### config.mk
export PLATFORM = sky130hd
export DESIGN_NAME = bitwise_eco_pipe
export DESIGN_NICKNAME = d
export VERILOG_FILES = /design/src/rtl/bitwise_eco_pipe.sv
export SDC_FILE = /design/constraint.sdc
export NUM_CORES = 1
export LEC_CHECK = 0
export BUFFER_PORTS_ARGS = -buffer_cell sky130_fd_sc_hd__buf_2
export CORE_MARGIN = 4
export CORE_UTILIZATION = 57
export CTS_CLUSTER_DIAMETER = 100
export CTS_CLUSTER_SIZE = 25
export DETAILED_ROUTE_END_ITERATION = 7
export GPL_TIMING_DRIVEN = 0
export PLACE_DENSITY = 0.8
export SYNTH_ARGS = -nofsm -noshare
export SYNTH_HDL_FRONTEND = slang
export SYNTH_SLANG_ARGS = --single-unit
### constraint.sdc
create_clock -name clk -period 5.6 [get_ports clk]
set_input_delay 1.68 -clock clk [delete_from_list [all_inputs] [get_ports clk]]
set_output_delay 1.68 -clock clk [all_outputs]
set_load 0.005 [all_outputs]
### src/rtl/bitwise_eco_pipe.sv
// ---------------------------------------------------------------------------
// bitwise_eco_pipe
//
// Pipelined per-bit logic unit with a runtime-programmable correction term.
// Computes y = f_op(a, b) ^ (eco_mask & t_sel), and the number of ones in y,
// through a two-stage valid/ready pipeline (S1 holds operands and a snapshot
// of the configuration, S2 holds the result).
//
// Parameters
//   WIDTH         operand/result width (>= 1)
//   CW            width of the ones count, derived as $clog2(WIDTH+1)
//
// Ports
//   clk           rising-edge clock
//   rst_n         asynchronous active-low reset
//   in_valid      operand transfer request
//   in_ready      unit can accept operands (does not depend on in_valid)
//   in_a, in_b    operands
//   in_op         function select: 0 NOR, 1 OR, 2 AND, 3 NAND,
//                 4 XOR, 5 XNOR, 6 ANDN (a & ~b), 7 PASS_A
//   cfg_we        load cfg_eco_mask / cfg_eco_sel on this clock edge
//   cfg_eco_mask  bits that receive the correction term
//   cfg_eco_sel   correction term source: 0 ~a, 1 a, 2 b, 3 ~b
//   out_valid     result available
//   out_ready     consumer accepts result
//   out_y         result
//   out_ones      number of ones in out_y
//   out_op        in_op that produced this result
// ---------------------------------------------------------------------------
module bitwise_eco_pipe #(
    parameter  int WIDTH = 8,
    localparam int CW    = $clog2(WIDTH + 1)
) (
    input  logic             clk,
    input  logic             rst_n,
    input  logic             in_valid,
    output logic             in_ready,
    input  logic [WIDTH-1:0] in_a,
    input  logic [WIDTH-1:0] in_b,
    input  logic [2:0]       in_op,
    input  logic             cfg_we,
    input  logic [WIDTH-1:0] cfg_eco_mask,
    input  logic [1:0]       cfg_eco_sel,
    output logic             out_valid,
    input  logic             out_ready,
    output logic [WIDTH-1:0] out_y,
    output logic [CW-1:0]    out_ones,
    output logic [2:0]       out_op
);

    localparam logic [2:0] OP_NOR    = 3'd0;
    localparam logic [2:0] OP_OR     = 3'd1;
    localparam logic [2:0] OP_AND    = 3'd2;
    localparam logic [2:0] OP_NAND   = 3'd3;
    localparam logic [2:0] OP_XOR    = 3'd4;
    localparam logic [2:0] OP_XNOR   = 3'd5;
    localparam logic [2:0] OP_ANDN   = 3'd6;
    localparam logic [2:0] OP_PASS_A = 3'd7;

    localparam logic [1:0] SEL_NOT_A = 2'd0;
    localparam logic [1:0] SEL_A     = 2'd1;
    localparam logic [1:0] SEL_B     = 2'd2;
    localparam logic [1:0] SEL_NOT_B = 2'd3;

    // configuration registers
    logic [WIDTH-1:0] eco_mask_q, eco_mask_d;
    logic [1:0]       eco_sel_q,  eco_sel_d;

    // stage 1: operands plus configuration snapshot
    logic             s1_valid_q, s1_valid_d;
    logic [WIDTH-1:0] s1_a_q,     s1_a_d;
    logic [WIDTH-1:0] s1_b_q,     s1_b_d;
    logic [2:0]       s1_op_q,    s1_op_d;
    logic [WIDTH-1:0] s1_mask_q,  s1_mask_d;
    logic [1:0]       s1_sel_q,   s1_sel_d;

    // stage 2: result
    logic             out_valid_q, out_valid_d;
    logic [WIDTH-1:0] out_y_q,     out_y_d;
    logic [CW-1:0]    out_ones_q,  out_ones_d;
    logic [2:0]       out_op_q,    out_op_d;

    // handshake
    logic s2_adv;
    logic s1_adv;
    logic in_acc;

    // S1 -> S2 datapath
    logic [WIDTH-1:0] base_c;
    logic [WIDTH-1:0] term_c;
    logic [WIDTH-1:0] y_c;
    logic [CW-1:0]    ones_c;

    always_comb begin
        s2_adv   = !out_valid_q || out_ready;
        s1_adv   = s1_valid_q && s2_adv;
        in_ready = !s1_valid_q || s2_adv;
        in_acc   = in_valid && in_ready;
    end

    always_comb begin
        base_c = '0;
        case (s1_op_q)
            OP_NOR:    base_c = ~(s1_a_q | s1_b_q);
            OP_OR:     base_c =   s1_a_q | s1_b_q;
            OP_AND:    base_c =   s1_a_q & s1_b_q;
            OP_NAND:   base_c = ~(s1_a_q & s1_b_q);
            OP_XOR:    base_c =   s1_a_q ^ s1_b_q;
            OP_XNOR:   base_c = ~(s1_a_q ^ s1_b_q);
            OP_ANDN:   base_c =   s1_a_q & ~s1_b_q;
            OP_PASS_A: base_c =   s1_a_q;
            default:   base_c = '0;
        endcase
    end

    always_comb begin
        term_c = '0;
        case (s1_sel_q)
            SEL_NOT_A: term_c = ~s1_a_q;
            SEL_A:     term_c =  s1_a_q;
            SEL_B:     term_c =  s1_b_q;
            SEL_NOT_B: term_c = ~s1_b_q;
            default:   term_c = '0;
        endcase
    end

    // CW is sized for WIDTH+1 values, so a fully set result never wraps.
    always_comb begin
        y_c    = base_c ^ (s1_mask_q & term_c);
        ones_c = '0;
        for (int i = 0; i < WIDTH; i++) begin
            ones_c = ones_c + CW'(y_c[i]);
        end
    end

    // A transfer accepted on the same edge as a cfg write snapshots the old
    // register contents, since both updates happen on that one edge.
    always_comb begin
        eco_mask_d = eco_mask_q;
        eco_sel_d  = eco_sel_q;
        if (cfg_we) begin
            eco_mask_d = cfg_eco_mask;
            eco_sel_d  = cfg_eco_sel;
        end
    end

    always_comb begin
        s1_valid_d = s1_valid_q;
        s1_a_d     = s1_a_q;
        s1_b_d     = s1_b_q;
        s1_op_d    = s1_op_q;
        s1_mask_d  = s1_mask_q;
        s1_sel_d   = s1_sel_q;
        if (in_acc) begin
            s1_valid_d = 1'b1;
            s1_a_d     = in_a;
            s1_b_d     = in_b;
            s1_op_d    = in_op;
            s1_mask_d  = eco_mask_q;
            s1_sel_d   = eco_sel_q;
        end else if (s1_adv) begin
            s1_valid_d = 1'b0;
        end
    end

    // When S2 may advance but S1 is empty, out_valid drops and the data
    // registers keep their last value.
    always_comb begin
        out_valid_d = out_valid_q;
        out_y_d     = out_y_q;
        out_ones_d  = out_ones_q;
        out_op_d    = out_op_q;
        if (s2_adv) begin
            out_valid_d = s1_valid_q;
        end
        if (s1_adv) begin
            out_y_d    = y_c;
            out_ones_d = ones_c;
            out_op_d   = s1_op_q;
        end
    end

    always_ff @(posedge clk or negedge rst_n) begin
        if (!rst_n) begin
            eco_mask_q  <= '0;
            eco_sel_q   <= '0;
            s1_valid_q  <= 1'b0;
            s1_a_q      <= '0;
            s1_b_q      <= '0;
            s1_op_q     <= '0;
            s1_mask_q   <= '0;
            s1_sel_q    <= '0;
            out_valid_q <= 1'b0;
            out_y_q     <= '0;
            out_ones_q  <= '0;
            out_op_q    <= '0;
        end else begin
            eco_mask_q  <= eco_mask_d;
            eco_sel_q   <= eco_sel_d;
            s1_valid_q  <= s1_valid_d;
            s1_a_q      <= s1_a_d;
            s1_b_q      <= s1_b_d;
            s1_op_q     <= s1_op_d;
            s1_mask_q   <= s1_mask_d;
            s1_sel_q    <= s1_sel_d;
            out_valid_q <= out_valid_d;
            out_y_q     <= out_y_d;
            out_ones_q  <= out_ones_d;
            out_op_q    <= out_op_d;
        end
    end

    assign out_valid = out_valid_q;
    assign out_y     = out_y_q;
    assign out_ones  = out_ones_q;
    assign out_op    = out_op_q;

endmodule

==> flow_metrics.env <==
export IMPL_synth_ff_type="dfrtp_1"
export IMPL_synth_top_area_share_pct=40.5
export IMPL_rsz0062_at_grt="no"
export IMPL_port_buffers=49
export IMPL_start_util_pct=58.5
export IMPL_cp_required_ps=5840
export IMPL_min_delay_path_depth=2
export IMPL_yosys_warnings=0
export IMPL_post_drt_wl_per_cell_um=15.7
export IMPL_vias_per_cell=5.51
export IMPL_num_vias=2446
export IMPL_drt_iter0_markers=70
export IMPL_synth_yosys_seq_area_share_pct=40.5
export IMPL_irDropWorstVdd_uv=385
export IMPL_clk_pin_slew_ps=110
export IMPL_drt_wl_total_um=6980
export IMPL_yosys_register_bits=56
export IMPL_synthesis_nets=377
export IMPL_grt_max_degree=57
export IMPL_clk_path_buf_depth=2
export IMPL_synth_area_mm2=0.00346
export IMPL_cp_common_cell="inv_1"
export IMPL_crit_family="adder cells"
export IMPL_path_cells="inv_1 > ha_1 > a32o_1 > o32a_1 > xnor2_1 > fa_1 > inv_1 > fa_1 > inv_1 > fa_1 > inv_1 > ha_1 > inv_1 > fa_1 > xor2_1 > o21ai_0"
export IMPL_htreeDepth=2
export IMPL_pin_count=51
export IMPL_postRouteAntennaNets=0
export IMPL_clock_latency_ps=320
export IMPL_cts_root_buf="clkbuf_8"
export IMPL_cts_setup_buffers=0
export IMPL_numCtsBuffers=5
export IMPL_drtPass1Iterations=4
export IMPL_leakagePower_nw=1.92
export IMPL_seqPwrFrac_pct=33.0
export IMPL_synth_top_area_cell="dfrtp_1"
export IMPL_gr_usage_all_layers_pct=20.9
export IMPL_cp_end_kind="flip-flop"
export IMPL_die_area_mm2=0.00738
export IMPL_hold_slack_ps=494
export IMPL_crit_arrival_ps=4560
export IMPL_syn_area_per_cell_um2=11.1
export IMPL_hold_class="reg2reg"
export IMPL_drive_above_1_share_pct=30.4
export IMPL_pwr_share_comb_pct=50.7
export IMPL_fin_tns_setup_ps=0
export IMPL_synthTopCellsByCount="dfrtp_1, mux2_2, ha_1, inv_1, nand2b_1"
export IMPL_fmax_mhz=232
export IMPL_status="complete, no violations"
export IMPL_grt_antenna_before_repair=0
export IMPL_num_rows=28
export IMPL_overflow=0
export IMPL_fin_nets=433
export IMPL_grt_pass1_wl_um=12100
export IMPL_grt_pass1_vias=2619
export IMPL_p_total_mw=1.70
export IMPL_p_int_mw=1.04
export IMPL_cp_num_buf_inv=5
export IMPL_cpPeakStageDelay_ps=480
export IMPL_clock_sinks=56
export IMPL_syn_inst=312
export IMPL_start_kind="flip-flop"
export IMPL_min_period_over_period_pct=77.1
export IMPL_synth_edf_count=0
export IMPL_gp_congestion=0.873
export IMPL_drc=0
export IMPL_slowest_stage="fa_1"
export IMPL_syn2layout_area_growth_pct=13.1
export IMPL_fill_cells=492
export IMPL_synth_area_top_cells="dfrtp_1, mux2_2, ha_1"
export IMPL_die_width_um=85.9
export IMPL_hold_viol_final=0
export IMPL_slew_headroom_pct=54.7
export IMPL_critPathKind="reg2reg"
export IMPL_hold_buffers=0
export IMPL_worst_pin_slew_ps=680
export IMPL_power_density_mw_per_mm2=435
export IMPL_ys_types=39
export IMPL_post_route_min_period_ps=4320
export IMPL_fin_cells=444
export IMPL_n_antenna_cell=0
export IMPL_drv_cap=0
export IMPL_cts_tree="done"
export IMPL_die_y_um=85.9
export IMPL_yosysMostFrequentCell="dfrtp_1"
export IMPL_coreArea_mm2=0.00592
export IMPL_power_switching_mw=0.664
export IMPL_hpwl_um=5310
export IMPL_r2r_cells=16
export IMPL_cp_max_fo=6
export IMPL_switching_share_pct=39.0
export IMPL_crit_cells=16
export IMPL_dp_cells=436
export IMPL_drv_slew=0
export IMPL_power_share_clock_pct=16.3
export IMPL_setup_viol_count_final=0
export IMPL_ctsResizeCount=0
export IMPL_skew_ps=8.00
export IMPL_async_flop_share_pct=100
[cells in the final DEF (no fill, tap or decap), types with 5 or more instances in the layout]
cell,synthesis,layout
mux2i_1,16,16
nand2_1,19,19
a21oi_1,6,6
xor2_1,9,9
inv_1,24,24
mux2_2,45,45
nand2b_1,24,24
dfrtp_1,56,56
buf_2,6,54
ha_1,27,27
clkbuf_1,6,7
nor2_1,12,12
clkbuf_8,0,5
o21ai_0,6,6
[registers in the layout, indices dropped and copies added, names as in the netlist]
| register | cells |
|---|---|
| out_valid | 1 |
| s1_op_q | 3 |
| s1_mask_q | 8 |
| s1_a_q | 8 |
| eco_sel_q | 2 |
| s1_b_q | 8 |
| s1_valid_q | 1 |
| s1_sel_q | 2 |
| out_op | 3 |
| out_ones | 4 |
| out_y | 8 |
| eco_mask_q | 8 |
[power groups by stage]
stage / Clock, mW / Sequential [mW] / Combinational, mW
floorplan: 0 / 0.558 / 0.621
global placement: 0 / 0.565 / 0.815
detailed placement: 0 / 0.570 / 0.878
CTS: 0.281 / 0.562 / 0.882
global route: 0.301 / 0.575 / 0.994
finish: 0.277 / 0.562 / 0.864
[metrics by stage]
step	util, %	area, um^2	setup slack [ps]
finish	66.1	3910	1280
global route	66.1	3910	1030
CTS	66.1	3910	1260
detailed placement	64.2	3800	1280
global placement	64.2	3800	1420
floorplan	-	3460	1680
[layout make-up]
| class | instances | area (um^2) | share of cell area, % |
|---|---|---|---|
| Timing Repair Buffer | 49 | 248 | 6.33 |
| Sequential cell | 56 | 1400 | 35.8 |
| Multi-Input combinational cell | 216 | 1880 | 48.1 |
| Inverter | 24 | 90.1 | 2.30 |
| Buffer | 16 | 86.3 | 2.21 |
| Tap cell | 75 | 93.8 | 2.40 |
| Clock inverter | 2 | 38.8 | 0.991 |
| Clock buffer | 6 | 72.6 | 1.85 |
[final timing paths]
check / from / end / slack, ps
worst max-delay path: s1_a_q[3]$_DFFE_PN0P_ / out_ones[2]$_DFFE_PN0P_ / 1280
worst min-delay path: out_y[0]$_DFFE_PN0P_ / out_y[0]$_DFFE_PN0P_ / 490
worst max register to register: s1_a_q[3]$_DFFE_PN0P_ / out_ones[2]$_DFFE_PN0P_ / 1280
worst min register to register: out_y[0]$_DFFE_PN0P_ / out_y[0]$_DFFE_PN0P_ / 490
max in group asynchronous: rst_n / out_y[2]$_DFFE_PN0P_ / 3760
min in group asynchronous: rst_n / s1_a_q[3]$_DFFE_PN0P_ / 1380
[metal layers]
layer  GRT usage (%)  wire [um]  vias to the layer above
li1                -          -                     1186
met1            26.2       3040                     1191
met2            35.0       3420                       60
met3            4.13        373                        9
met4            9.06        145                        0
met5               0          0                        -
[worst min-delay path, cell delays in order (launching register included)]
cell	delay [ps]
dfrtp_1	350
nand2_1	50
o21ai_1	60
[kinds of logic after synthesis]
logic type	synth area share [%]
buf+inv	5.10
fa+ha+maj	12.1
flops	40.5
xor+xnor	3.04
mux	19.9
simple gates	9.69
compound gates	9.69
Note: power is estimated with default switching activity, not from simulation.
